===== config.mk =====
export PLATFORM = sky130hd
export DESIGN_NAME = rca_seq_adder
export DESIGN_NICKNAME = d
export VERILOG_FILES = /design/src/rtl/rca_seq_adder.sv
export SDC_FILE = /design/constraint.sdc
export NUM_CORES = 1
export LEC_CHECK = 0
export ABC_AREA = 0
export ABC_CLOCK_PERIOD_IN_PS = 4200
export CAP_MARGIN = 20
export CORE_MARGIN = 3
export CORE_UTILIZATION = 30
export CTS_CLUSTER_SIZE = 24
export DETAILED_ROUTE_END_ITERATION = 8
export PLACE_DENSITY = 0.55
export SLEW_MARGIN = 30
export SYNTH_ARGS = -nofsm -noshare
export SYNTH_HDL_FRONTEND = slang
export SYNTH_SLANG_ARGS = --single-unit
export TNS_END_PERCENT = 1

===== constraint.sdc =====
create_clock -name clk -period 4.2 [get_ports clk]
set_input_delay 0.63 -clock clk [delete_from_list [all_inputs] [get_ports clk]]
set_output_delay 0.63 -clock clk [all_outputs]
set_load 0.05 [all_outputs]

===== src/rtl/rca_seq_adder.sv =====
// Purpose: WIDTH-bit adder sequenced over one shared 4-bit ripple-carry slice, LSB nibble first.
// Latency: sum_valid rises NIB cycles after the accept edge; initiation interval is at least NIB+2 cycles.
// Backpressure: result is held in DONE until sum_ready; start_ready is low in RUN and DONE. Optional RCA_SEQ_SUB_EN adds subtract.
module rca_seq_adder #(
    parameter int WIDTH = 16
) (
    input  logic             clk,
    input  logic             rst_n,
    input  logic             start_valid,
    output logic             start_ready,
    input  logic [WIDTH-1:0] a,
    input  logic [WIDTH-1:0] b,
    input  logic             cin,
`ifdef RCA_SEQ_SUB_EN
    input  logic             sub,
`endif
    output logic             sum_valid,
    input  logic             sum_ready,
    output logic [WIDTH-1:0] sum,
    output logic             cout,
    output logic             ovf,
    output logic             busy
);

    localparam int NIB  = WIDTH / 4;
    localparam int IDXW = (NIB > 1) ? $clog2(NIB) : 1;
    localparam logic [IDXW-1:0] LAST_IDX = IDXW'(NIB - 1);

    typedef enum logic [1:0] {
        S_IDLE = 2'd0,
        S_RUN  = 2'd1,
        S_DONE = 2'd2
    } state_t;

    state_t           state_q, state_d;
    logic [IDXW-1:0]  idx_q, idx_d;
    logic [WIDTH-1:0] a_q, a_d;
    logic [WIDTH-1:0] b_q, b_d;
    logic             carry_q, carry_d;
    logic [WIDTH-1:0] sum_q, sum_d;
    logic             cout_q, cout_d;
    logic             ovf_q, ovf_d;

    logic [3:0]       nib_a;
    logic [3:0]       nib_b;
    logic [3:0]       slice_s;
    logic [3:0]       slice_c;

    // Shared 4-bit ripple slice on the current nibble, seeded by the carry register.
    always_comb begin
        logic c;
        nib_a   = a_q[4*idx_q +: 4];
        nib_b   = b_q[4*idx_q +: 4];
        slice_s = '0;
        slice_c = '0;
        c       = carry_q;
        for (int i = 0; i < 4; i++) begin
            slice_s[i] = nib_a[i] ^ nib_b[i] ^ c;
            slice_c[i] = ((nib_a[i] ^ nib_b[i]) & c) | (nib_a[i] & nib_b[i]);
            c          = slice_c[i];
        end
    end

    // Next-state and datapath updates for the IDLE/RUN/DONE sequencer.
    always_comb begin
        state_d = state_q;
        idx_d   = idx_q;
        a_d     = a_q;
        b_d     = b_q;
        carry_d = carry_q;
        sum_d   = sum_q;
        cout_d  = cout_q;
        ovf_d   = ovf_q;
        unique case (state_q)
            S_IDLE: begin
                if (start_valid) begin
                    a_d     = a;
`ifdef RCA_SEQ_SUB_EN
                    // Subtract as a + ~b + 1; cin is ignored in that mode.
                    b_d     = sub ? ~b : b;
                    carry_d = sub ? 1'b1 : cin;
`else
                    b_d     = b;
                    carry_d = cin;
`endif
                    idx_d   = '0;
                    sum_d   = '0;
                    state_d = S_RUN;
                end
            end
            S_RUN: begin
                sum_d[4*idx_q +: 4] = slice_s;
                carry_d             = slice_c[3];
                idx_d               = idx_q + IDXW'(1);
                if (idx_q == LAST_IDX) begin
                    // Carry into the MSB is slice carry bit 2.
                    cout_d  = slice_c[3];
                    ovf_d   = slice_c[2] ^ slice_c[3];
                    state_d = S_DONE;
                end
            end
            S_DONE: begin
                if (sum_ready) begin
                    state_d = S_IDLE;
                end
            end
            default: state_d = S_IDLE;
        endcase
    end

    // State and datapath registers with synchronous active-low reset.
    always_ff @(posedge clk) begin
        if (!rst_n) begin
            state_q <= S_IDLE;
            idx_q   <= '0;
            a_q     <= '0;
            b_q     <= '0;
            carry_q <= 1'b0;
            sum_q   <= '0;
            cout_q  <= 1'b0;
            ovf_q   <= 1'b0;
        end else begin
            state_q <= state_d;
            idx_q   <= idx_d;
            a_q     <= a_d;
            b_q     <= b_d;
            carry_q <= carry_d;
            sum_q   <= sum_d;
            cout_q  <= cout_d;
            ovf_q   <= ovf_d;
        end
    end

    assign start_ready = (state_q == S_IDLE);
    assign sum_valid   = (state_q == S_DONE);
    assign busy        = (state_q != S_IDLE);
    assign sum         = sum_q;
    assign cout        = cout_q;
    assign ovf         = ovf_q;

endmodule


== Yosys cells after proc, flatten, opt, wreduce, memory -nomap -nowiden ==
Index checks and enable logic that the tools add are counted.
Cells by class
  equality and inequality tests: 6
  mux-type cells: 11
  shifts and indexed selects: 4
  bitwise operators: 21
  reduce and logical (&&, ||, !) cells: 7
  add/sub/neg operators: 2
Operators with widths (number)
  negation 4 -> 34 bit: 1
  variable shift 4 x 34 -> 16 bit, first input constant: 1
  variable part select 4 x 34 -> 16 bit: 1
  case mux 16 bit (2 select lines): 1
  variable part select 16 x 5 -> 4 bit: 2
  bitwise mux 16 bit: 1
  2-to-1 mux 16 bit: 1
  XOR 1 bit: 9
  bitwise AND 1 bit: 8
  2-to-1 mux 2 bit: 4
  case mux 2 bit (3 select lines): 1
  AND reduction 2 bit: 3
  == test 2 bit, second input constant: 2
  != test 2 bit, second input constant: 2
  OR 1 bit: 4
  case mux 2 bit (2 select lines): 1
  nonzero test 2 bit: 2
  AND reduction 3 bit: 1
  adder 2 x 1 -> 2 bit, second input constant: 1
  == test 2 x 1 -> 1 bit, second input constant: 1
  zero test 2 bit: 1
  != test 2 x 1 -> 1 bit, second input constant: 1
  case mux 1 bit (2 select lines): 1
  2-to-1 mux 1 bit: 1
Word-level totals
  input port bits: 37
  register bits after elaboration: 55
  output and inout bits: 21
  logic and storage cells: 59

== Logic depth before layout (Yosys ltp) ==
  depth in word-level cells: 12
  gate-level depth with buffers: 11
  mapped depth without buffers: 10

== Worst setup path before layout ==
OpenSTA, ideal clock, no wires.
  path type: register to register
  start point: register idx_q[0]
  end point: register ovf_q, in the netlist ovf
  required time: 4124 ps
  setup time: 76 ps
  buffers on the path: 1
  arrival: 2843 ps
  clock period less this slack: 2919 ps
  stages on the path, launching flop included: 12
  path slack: 1281 ps
  cell sequence: dfxtp_1 buf_2 mux4_2 fa_1 inv_1 fa_1 fa_1 inv_1 fa_1 xnor2_1 nand3_1 a21boi_0
Between the ends
  word-level cells in the longest chain between the ends: 11
  elaborated cells between the ends (all ways): 21
  those cells by class: eq/ne (1); shift (2); bitwise (17); reduce/logical (1)
Ends and longest elaborated chain
  start: declaration: RTL line 36  | logic [IDXW-1:0] idx_q, idx_d;
  start signal: assignment: RTL line 124  | idx_q <= idx_d;
  variable part select 16 x 5 -> 4 bit, on equally long branches: RTL line 52, 53
  XOR 1 bit: RTL line 59  | slice_c[i] = ((nib_a[i] ^ nib_b[i]) & c) | (nib_a[i] & nib_b[i]);
  bitwise AND 1 bit: RTL line 59
  OR 1 bit: RTL line 59
  bitwise AND 1 bit: RTL line 59
  OR 1 bit: RTL line 59
  bitwise AND 1 bit: RTL line 59
  OR 1 bit: RTL line 59
  bitwise AND 1 bit: RTL line 59
  OR 1 bit *: RTL line 59
  via slice_c[3]: RTL line 47  | logic [3:0] slice_c;
  XOR 1 bit *: RTL line 98  | ovf_d = slice_c[2] ^ slice_c[3];
  end signal: assignment: RTL line 130  | ovf_q <= ovf_d;
  end: declaration: RTL line 42  | logic ovf_q, ovf_d;
Mark *: on every way through the listed nets, which the timed path passes. The rest lies on a longest branch.
A chain may end at the register's enable or synchronous reset.

== Worst setup path in the final report ==
Ends and elaborated chain as after synthesis.

==> metrics.cfg <==
[timing]
hold_violations=0
fmax_ghz=0.304
rsz0062_at_grt=false
post-route-min-period_ns=3.29
finalMaxSlewViolations=0
setup_viol=0
finalSetupTns_ns=0
hold_ws_ns=0.459
tightestPinTransition_ns=0.787
slew_headroom=0.475
skew_ns=0.00749
post-route-period-util=0.784

[setup_path]
crit_buf_inv=2
crit_cells=10
r2r_start=idx_q[0]
cpPeakStageDelay_ns=0.85
start_kind=register
crit_arrival_ns=3.54
reg2reg_slack_ns=0.91
worstSetupPathType=reg -> reg
path_common_cell=fa_1
crit_family=adder cells
worstPathMaxFanout=15
cp_data_required_time_ns=4.45
path_cells=mux4_2 -> fa_1 -> inv_1 -> fa_1 -> fa_1 -> inv_1 -> fa_1 -> xnor2_1 -> nand3_1 -> a21boi_0
end_kind=register
worst_r2r_path_depth=10
slowest_stage=dfxtp_1
r2r-end=ovf

[layout]
layout-drive-gt1-share=0.0681
fill_cells=805
final_common_cell=nand2_1
fin_cells=425
mostFrequentLayoutCells=nand2_1 (88), clkdlybuf4s50_1 (57), dfxtp_1 (55)
stdcell_area_sq_um=3210
antenna-diode-count=0
finalNetCount=367
area_growth_pct=29.4

[placed_design]
dp_cells=417
dpl_cell_area_sq_um=3120
place_congestion=0.793
dp_hpwl_um=4110
port_buffers=57

[clock_network]
cts_tree=done
cts_htree_levels=2
clock_latency_ns=0.31
numCtsBuffers=5
cts_hold_buffers=0
cts-root-buf=clkbuf_8
path_clk_slew_ns=0.10
clock_sinks=55
clockBufferDepth=2
cts_resized=0
post-cts-setup-buffer-count=0

[die]
die_h_um=97.0
fp.dieArea_sq_um=9400
start_util=0.315
ios=58
core-area_sq_um=7890
die_x_um=97.0
rows=32

[drt]
dr.first_iter.drc_count=105
wire_per_inst_um=13.5
wl_um=5730
vias=1983
viasPerCell=4.67
firstDrtPassIters=4
antenna_left=0
drc=0

[worst_hold_path]
worst_hold_startpoint=b_q[9]
min_path_cells=2
hp-class=reg -> reg
hold_end=b_q[9]

[power_and_ir_drop]
p_per_area_nw_per_um2=319
ir_drop_v=0.000121
p_leak_uw=0.00113

[synth]
ys_warn_count=0
synth_area_leaders=dfxtp_1 (44%), nand2_1 (13%), mux4_2 (7.3%)
ys_seq_area_frac=0.444
synthDistinctLibCells=32
synth_nets=318
synth_top_area_cell=dfxtp_1
syn_area_per_cell_sq_um=9.09
netlist_area_sq_um=2480
postSynthCellCount=273
synth.ff_latch_count=55
synth_top_area_frac=0.444

[status]
outcome=finished clean

[grt]
track_usage=0.124
antenna_found_initial=0
grt_pass1_wl_um=9600
grt_pass1_vias=1935
grt_overflow=0
grt_max_degree=46

[job]
maxCapViolCount=0

-- Yosys cell counts --
cell      count
a21boi_0     22
a21boi_1     12
a21o_1        1
a21oi_1       5
a22oi_1       1
a32o_1        2
and2_1        1
and2b_1       1
and3_1        1
and4bb_2      1
buf_2        11
clkbuf_1      6
dfxtp_1      55
fa_1          4
ha_1          4
inv_1        11
mux2i_1       2
mux4_2        8
nand2_1      88
nand2b_1      6
nand3_1       2
nand3b_1      2
nor2b_1       4
nor3b_2       1
nor4bb_1      1
o21ai_0       1
o21bai_1      1
o221ai_1      1
o22ai_1      15
or3b_1        1
or4_4         1
xnor2_1       1
-- through the flow --
stage                     utilization  power, uW  worst slack [ns]
final                           0.407       1030             0.906
after global routing            0.407       1080             0.619
after CTS                       0.407       1040             0.856
after detailed placement        0.396        749             0.857
after global placement          0.396        746             0.970
after floorplan                     -        678              1.28
-- routing by layer --
metal / vias to the layer above / track usage / wire length (um)
met5: - / 0 / 0
met4: 0 / 0.0389 / 80
met3: 8 / 0.0260 / 272
met2: 47 / 0.186 / 2550
met1: 909 / 0.178 / 2820
li1: 1019 / - / -
-- kinds of logic (layout without fill, tap and decap cells) --
kind of cell | count (synthesis) | count (layout) | share of synthesized area
AO/OA/AOI/OAI | 61 | 61 | 0.173
adder cells (fa/ha/maj) | 8 | 8 | 0.0524
XOR/XNOR | 1 | 1 | 0.00353
AND/OR/NAND/NOR | 110 | 110 | 0.199
flip-flops | 55 | 55 | 0.444
multiplexers | 10 | 10 | 0.0806
buffers and inverters | 28 | 78 | 0.0479
-- area by class of cell --
class / instances / area, sq um / share of cell area
sequential: 55 / 1100 / 0.343
clock inverter: 3 / 20.0 / 0.00623
tap: 102 / 128 / 0.0397
inverter: 11 / 41.3 / 0.0129
multi-input combinational: 190 / 1270 / 0.395
clock buffer: 5 / 68.8 / 0.0214
timing repair buffer: 59 / 586 / 0.182
-- worst min-delay path: stages, from the launching register on --
cell	delay, ns
dfxtp_1	0.32
nand2_1	0.05
a21boi_1	0.05
-- power by group --
| group | switching (uW) | leakage (uW) | internal (uW) | total [uW] |
|---|---|---|---|---|
| registers | 21.0 | 0.000449 | 545 | 566 |
| clock network | 175 | 0.0000402 | 116 | 291 |
| logic | 83.8 | 0.000642 | 84.5 | 168 |
-- flip-flops by register name, summed over array words and instances (netlist names) --
name / cells
a_q: 16
b_q: 16
carry_q: 1
cout: 1
idx_q: 2
ovf: 1
state_q: 2
sum: 16
-- how the worst max path moves through the flow --
stage                   from   to  slack [ns]
floorplan           idx_q[0]  ovf        1.28
global placement    idx_q[0]  ovf        0.97
detailed placement  idx_q[0]  ovf        0.86
CTS                 idx_q[0]  ovf        0.86
global route        idx_q[0]  ovf        0.62
finish              idx_q[0]  ovf        0.91
No activity file was read; power rests on OpenSTA's default activity.
